$ cat src/rtl/cpu_pkg.sv
// Shared CPU definitions: opcode map, fetch FSM states, default widths.
package cpu_pkg;

    localparam int unsigned ADDR_W_DEF  = 8;
    localparam int unsigned INSTR_W_DEF = 16;

    localparam logic [3:0] OP_ALU_MIN = 4'b0000;
    localparam logic [3:0] OP_ALU_MAX = 4'b1001;
    localparam logic [3:0] OP_JMP     = 4'b1100;
    localparam logic [3:0] OP_JNZ     = 4'b1101;
    localparam logic [3:0] OP_JZ      = 4'b1110;
    localparam logic [3:0] OP_HALT    = 4'b1111;

    typedef enum logic [1:0] {
        FETCH = 2'b00,
        ISSUE = 2'b01,
        HALT  = 2'b10
    } fetch_state_t;

endpackage

$ cat src/rtl/instr_fetch_unit.sv
// Sequential fetch/issue front end: owns the PC, fetches over req/ready, issues to decode.
// Optional FETCH_HALT_EN adds a HALT state entered on opcode 4'b1111.
module instr_fetch_unit
    import cpu_pkg::*;
#(
    parameter int unsigned       ADDR_W   = ADDR_W_DEF,
    parameter int unsigned       INSTR_W  = INSTR_W_DEF,
    parameter logic [ADDR_W-1:0] RESET_PC = '0
) (
    input  logic               clk,
    input  logic               rst,
    output logic               mem_req,
    output logic [ADDR_W-1:0]  mem_addr,
    input  logic               mem_ready,
    input  logic [INSTR_W-1:0] mem_rdata,
    input  logic               stall,
    input  logic               jmp_enable,
    output logic               instr_valid,
    output logic [3:0]         opcode,
    output logic [INSTR_W-5:0] operand,
    output logic [ADDR_W-1:0]  pc_out,
    output logic               halted
);

    fetch_state_t       state;
    logic [ADDR_W-1:0]  pc;
    logic [INSTR_W-1:0] ir;
    logic [ADDR_W-1:0]  pc_next;
    logic               is_halt_op;

    assign is_halt_op = (ir[INSTR_W-1 -: 4] == OP_HALT);

    always_comb begin
        pc_next = pc + ADDR_W'(1);
        if (jmp_enable) begin
            pc_next = ir[ADDR_W-1:0];
        end
    end

    always_ff @(posedge clk) begin
        if (rst) begin
            state <= FETCH;
            pc    <= RESET_PC;
            ir    <= '0;
        end else begin
            case (state)
                FETCH: begin
                    if (mem_ready) begin
                        ir    <= mem_rdata;
                        state <= ISSUE;
                    end
                end
                ISSUE: begin
                    if (!stall) begin
`ifdef FETCH_HALT_EN
                        if (is_halt_op) begin
                            state <= HALT;
                        end else begin
                            pc    <= pc_next;
                            state <= FETCH;
                        end
`else
                        pc    <= pc_next;
                        state <= FETCH;
`endif
                    end
                end
`ifdef FETCH_HALT_EN
                HALT: state <= HALT;
`endif
                default: state <= FETCH;
            endcase
        end
    end

    // Outputs are masked while rst is high so the reset cycle itself shows reset values.
    assign mem_req     = !rst && (state == FETCH);
    assign instr_valid = !rst && (state == ISSUE);
    assign mem_addr    = pc;
    assign pc_out      = pc;
    assign opcode      = ir[INSTR_W-1 -: 4];
    assign operand     = ir[INSTR_W-5:0];

`ifdef FETCH_HALT_EN
    assign halted = !rst && (state == HALT);
`else
    assign halted = 1'b0;
    logic unused_halt;
    assign unused_halt = is_halt_op;
`endif

endmodule

$ cat config.mk
export PLATFORM = sky130hd
export DESIGN_NAME = instr_fetch_unit
export DESIGN_NICKNAME = d
export VERILOG_FILES = /design/src/rtl/cpu_pkg.sv /design/src/rtl/instr_fetch_unit.sv
export SDC_FILE = /design/constraint.sdc
export NUM_CORES = 1
export LEC_CHECK = 0
export ABC_AREA = 1
export BUFFER_PORTS_ARGS = -buffer_cell sky130_fd_sc_hd__buf_2
export CAP_MARGIN = 30
export CORE_MARGIN = 1.5
export CORE_UTILIZATION = 34
export DETAILED_ROUTE_END_ITERATION = 6
export PLACE_DENSITY = 0.67
export SETUP_SLACK_MARGIN = 0.3
export SLEW_MARGIN = 20
export SYNTH_ARGS = -nofsm -noshare
export SYNTH_HDL_FRONTEND = slang
export SYNTH_SLANG_ARGS = --single-unit
$ cat constraint.sdc
create_clock -name clk -period 2.9 [get_ports clk]
set_input_delay 0.145 -clock clk [delete_from_list [all_inputs] [get_ports clk]]
set_output_delay 0.145 -clock clk [all_outputs]
set_load 0.05 [all_outputs]
==> impl_metrics.py, run 1 <==
metrics = {
    "yosys": {
        "ys_ff_latch": 25,
        "avgSynthCellArea_um2": 7.32,
        "netlist_area_um2": 1230,
        "synth_compound_area_share_pct": 12.9,
        "synth_common_cells": "37 x nor2_1, 29 x nand2_1, 25 x dfxtp_1",
        "ys_types": 26,
        "synth_nets": 190,
        "synthCells": 168,
        "synthAdderAreaFrac_pct": 1.02,
        "synth_edf_count": 0,
        "synth_top_area_share_pct": 40.7,
        "ys_seq_area_share_pct": 40.7,
        "netlist_top_cells_area": "dfxtp_1 41%, nor2_1 11%, nand2_1 8.9%",
        "ys.flop_type": "dfxtp_1",
        "yosys.area.top_type": "dfxtp_1",
        "synth_xor_xnor_area_share_pct": 1.42,
        "synth_top_family_by_area": "simple AND/OR/NAND/NOR gates",
        "synth-warning-count": 0,
        "synth_most_common_cell": "nor2_1",
        "synthArstFlopShare_pct": 0,
        "synthMuxAreaShare_pct": 0,
        "yosys.area_share.simple_pct": 30.1,
    },
    "setup_path": {
        "critPathKind": "register to output pin",
        "arrival_ns": 1.20,
        "critical_path_required_ns": 2.76,
        "crit_path_end_kind": "output pin",
        "reg2reg_slack_ns": 1.63,
        "start_kind": "register",
        "cp_max_fo": 3,
    },
    "timing": {
        "totalNegativeSetupSlack_ns": 0,
        "post-route-min-period_ns": 1.34,
        "fin_skew_ns": 0.000527,
        "drv_slew": 0,
        "rsz0062_at_grt": "false",
        "final_hold_viol_count": 0,
        "fmax_ghz": 0.744,
        "setup_viol": 0,
        "timing.final.crit_share_pct": 46.3,
    },
    "clock_network": {
        "cts_made_buffers": 3,
        "cts_max_level": 1,
        "post_cts_buffers": 0,
        "clock_path_buffers": 2,
        "cts_tree": "yes",
        "cts.sinks": 25,
        "clockRootBuffer": "clkbuf_4",
        "postCtsHoldBufs": 0,
        "clkTransAtPathRegs_ns": 0.15,
        "clock_latency_ns": 0.32,
        "cts_resized": 0,
    },
    "global_route": {
        "grt_use_total_pct": 14.2,
        "grt_max_degree": 20,
        "antenna_found_initial": 0,
        "grt_pass1_wl_um": 4530,
        "grt_pass1_vias": 1040,
        "grt-ovfl-total": 0,
    },
    "power": {
        "pwr-share-clk_pct": 22.0,
        "power_frac_comb_pct": 27.6,
        "p_leak_uw": 0.000751,
        "power.density_nw_per_um2": 518,
        "swShare_pct": 38.0,
        "p_switching_uw": 291,
        "p_seq_share_pct": 50.4,
        "internal_power_uw": 475,
        "peakVddDrop_uv": 250,
    },
    "drt": {
        "drt_iter0_markers": 56,
        "drc": 0,
        "totalWireLength_um": 2620,
        "wire_per_inst_um": 10.1,
        "dr.pass1.iters": 4,
        "via_per_inst": 4.37,
        "vias": 1132,
        "ant_nets": 0,
    },
    "layout": {
        "final_layout_size_suffix_gt1_share_pct": 35.2,
        "final_core_util_pct": 43.3,
        "syn2layout_area_growth_pct": 20.3,
        "antenna_cells": 0,
        "fin_nets": 236,
    },
    "placement": {
        "routabilityCongestion": 0.849,
        "hpwl_um": 1950,
        "io_buffer_count": 54,
    },
    "run_status": {
        "status": "finished, final reports clean",
    },
    "floorplanning": {
        "ioPinCount": 56,
        "dieWidth_um": 63.1,
        "core_area_um2": 3420,
        "initial_utilization_pct": 36.0,
        "die-area_um2": 3990,
        "die-height_um": 63.1,
        "rows": 21,
    },
    "worst_hold_path": {
        "hp-class": "primary input to register",
    },
    "run": {
        "drv_cap": 0,
    },
}
sequential cells by signal, indices dropped and copies added, names as in the netlist:
| signal | count |
|---|---|
| state | 1 |
| ir | 16 |
| mem_addr | 8 |
kinds of logic (layout without fill, tap and decap cells):
| family | Yosys count | in the layout |
|---|---|---|
| and+or+nand+nor | 84 | 84 |
| AOI/OAI and AO/OA | 28 | 28 |
| adders and majority gates | 1 | 1 |
| xor gates and xnor gates | 2 | 2 |
| DFF | 25 | 25 |
| other | 1 | 1 |
| buffers and inverters | 27 | 72 |
per-layer routing:
layer | global-route usage [%] | wire [um] | part of all wire (%) | vias to the layer above
met1 | 16.4 | 1150 | 44 | 483
met3 | 5.89 | 195 | 7.4 | 2
li1 | - | - | - | 607
met5 | 0 | 0 | 0 | -
met2 | 24.3 | 1250 | 48 | 40
met4 | 3.06 | 19 | 0.73 | 0
power by group through the flow:
stage / combinational, uW / sequential [uW] / clock [uW]
2_1_floorplan: 97.4 / 468 / 0
3_3_place_gp: 212 / 393 / 0
3_5_place_dp: 214 / 393 / 0
4_1_cts: 214 / 387 / 180
5_1_grt: 229 / 390 / 191
6_report: 212 / 386 / 169
through the flow:
step	hold slack [ns]	power, uW	worst slack [ns]	std cells	cell area (um^2)
after floorplan	0.274	566	1.36	168	1230
after global placement	0.381	605	1.73	255	1450
after detailed placement	0.385	607	1.65	255	1450
after CTS	0.0270	780	1.53	259	1480
after global routing	0.0422	810	1.45	259	1480
final	0.0425	766	1.56	259	1480
placed cells by master, fill, tap and decap left out, drive strengths merged:
cell,count
xor2,2
a21oi,5
ha,1
clkbuf,3
o22ai,1
o21ai,21
buf,54
conb,1
nand2,32
nor2,44
inv,15
a21o,1
dfxtp,25
nand3,8
cell type report:
class	instances	area [um^2]
tap	46	57.6
multi-input combinational	116	563
inverter	14	57.6
sequential	25	500
timing repair buffer	54	270
clock inverter	1	8.76
clock buffer	3	22.5
fill	394	1940
critical path, cell delays in order, from the launching register on:
cell     delay (ns)
dfxtp_1        0.40
inv_2          0.09
nor2_4         0.11
buf_2          0.27
worst paths after layout:
kind	start	end	depth (start not counted)
worst max register to register	mem_addr[0]$_SDFFE_PP0P_	mem_addr[6]$_SDFFE_PP0P_	6
worst min register to register	ir[3]$_SDFFE_PP0P_	ir[3]$_SDFFE_PP0P_	2
worst max-delay path	state[0]$_SDFFE_PP0P_	instr_valid	3
worst min-delay path	mem_rdata[10]	ir[10]$_SDFFE_PP0P_	3
(Power assumes the default switching activity.)
==> inputs of run 2 (changes only) <==
- PLACE_DENSITY: 0.67 -> 0.69
- clock period: 2.9 -> 1.18 ns (I/O delays scaled with it)
==> impl_metrics.py, run 2 (synthesis results as in run 1) <==
metrics = {
    "run_status": {
        "status": "complete, but fails checks",
        "violations": "negative hold slack",
    },
    "placement": {
        "routabilityCongestion": 0.815,
        "dp.cells": 257,
        "hpwl_um": 1960,
        "io_buffer_count": 54,
        "place_ws_ns": 0.139,
    },
    "clock_network": {
        "clock_latency_ns": 0.33,
        "clkTransAtPathRegs_ns": 0.15,
        "cts_made_buffers": 3,
        "clock_path_buffers": 2,
        "clockRootBuffer": "clkbuf_4",
        "cts_max_level": 1,
        "cts_tree": "yes",
        "cts.sinks": 25,
    },
    "run": {
        "drv_cap": 0,
    },
    "timing": {
        "rsz0062_at_grt": "true",
        "fin_skew_ns": 0.00698,
        "worst_slack_ns": 0.0542,
        "totalNegativeSetupSlack_ns": 0,
        "setup_viol": 0,
        "post-route-min-period_ns": 1.13,
        "worst_hold_slack_ns": -0.00319,
        "drv_slew": 0,
        "fmax_ghz": 0.888,
        "final_hold_viol_count": 1,
        "timing.final.crit_share_pct": 95.4,
    },
    "global_route": {
        "grt-ovfl-total": 0,
        "grt_pass1_vias": 1359,
        "grt_pass1_wl_um": 5890,
        "grt_max_degree": 20,
        "antenna_found_initial": 0,
        "grt_use_total_pct": 18.4,
    },
    "setup_path": {
        "start_kind": "register",
        "cp_max_fo": 5,
        "reg2reg_slack_ns": 0.05,
        "arrival_ns": 1.37,
        "critPathKind": "register to register",
        "critical_path_required_ns": 1.43,
        "crit_path_end_kind": "register",
    },
    "drt": {
        "drc": 0,
        "dr.pass1.iters": 4,
        "via_per_inst": 4.52,
        "wire_per_inst_um": 12.6,
        "ant_nets": 0,
        "drt_iter0_markers": 58,
        "totalWireLength_um": 3840,
        "vias": 1373,
    },
    "layout": {
        "largest-register": "ir",
        "syn2layout_area_growth_pct": 94.6,
        "largest_reg_flops": 16,
        "instances_no_fill": 304,
        "mostFrequentLayoutCell": "nor2_1",
        "fin_nets": 281,
        "final_cell_mix": "33 x nor2_1, 28 x nand2_1, 24 x buf_4",
        "antenna_cells": 0,
        "final_layout_size_suffix_gt1_share_pct": 55.0,
        "fillers": 276,
    },
    "floorplanning": {
        "ioPinCount": 56,
        "die-area_um2": 3990,
        "dieWidth_um": 63.1,
        "core_area_um2": 3420,
        "initial_utilization_pct": 36.0,
        "rows": 21,
        "die-height_um": 63.1,
    },
    "power": {
        "peakVddDrop_uv": 882,
        "power.density_nw_per_um2": 918,
        "p_leak_uw": 0.00107,
    },
    "worst_hold_path": {
        "hp-class": "primary input to register",
    },
}
## run 2: changes by cell type in the layout (fill, tap and decap cells not counted), sizes merged
cell,before,now
buf,54,83
dlygate4sd3,0,16
## run 2: area by class of cell
class                           instances  area [um^2]  share of cell area [%]
Inverter                               14         62.6                    2.61
Timing Repair Buffer                   99         1040                    43.5
Clock inverter                          1         6.26                   0.261
Clock buffer                            3         22.5                   0.941
Tap cell                               46         57.6                    2.40
Multi-Input combinational cell        116          649                    27.1
Sequential cell                        25          554                    23.2
## run 2: repair_timing
action                     4_1_cts  5_1_grt
buffers inserted                20        7
pin swaps                        8        5
hold buffers                    16        0
hold endpoints to repair        16        0
setup endpoints to repair       58       58
gates resized for setup        118       26
cloned                           0        0
## run 2: layer usage
| layer | GRT usage [%] | wire, um | vias up | part of all wire [%] |
|---|---|---|---|---|
| met4 | 3.89 | 19 | 0 | 0.50 |
| met1 | 19.2 | 1380 | 616 | 36 |
| met3 | 5.18 | 264 | 2 | 6.9 |
| met2 | 35.9 | 2170 | 54 | 57 |
| li1 | - | - | 701 | - |
| met5 | 0 | 0 | - | 0 |
## run 2: where the power goes
part | internal [uW] | leakage, uW | switching, uW
Combinational | 369 | 0.000838 | 455
Clock | 132 | 0.0000183 | 278
Sequential | 900 | 0.000218 | 63.3
Total | 1400 | 0.00107 | 796
## run 2: worst paths after layout
kind / startpoint / to / cells after the start
setup / recovery: mem_addr[0]$_SDFFE_PP0P_ / mem_addr[6]$_SDFFE_PP0P_ / 6
hold reg to reg: ir[3]$_SDFFE_PP0P_ / ir[3]$_SDFFE_PP0P_ / 2
hold / removal: mem_ready / state[0]$_SDFFE_PP0P_ / 3
setup reg to reg: mem_addr[0]$_SDFFE_PP0P_ / mem_addr[6]$_SDFFE_PP0P_ / 6
## run 2: metrics by stage
step | utilization [%] | hold WS, ns | area (um^2) | total power (uW)
after floorplan | - | 0.179 | 1270 | 1390
after global placement | 44.1 | 0.292 | 1510 | 1500
after detailed placement | 44.1 | 0.301 | 1510 | 1500
after CTS | 65.4 | 0.00186 | 2230 | 2150
after global routing | 70.1 | 0.0169 | 2390 | 2310
final | 70.1 | -0.00319 | 2390 | 2200
## run 2: critical path, cell delays in order, from the launching register on
cell and delay (ns):
dfxtp_4 0.43, ha_4 0.16, nand3_2 0.11, o21ai_2 0.15, nand3_1 0.09, nand2_1 0.07
nand2_1 0.04
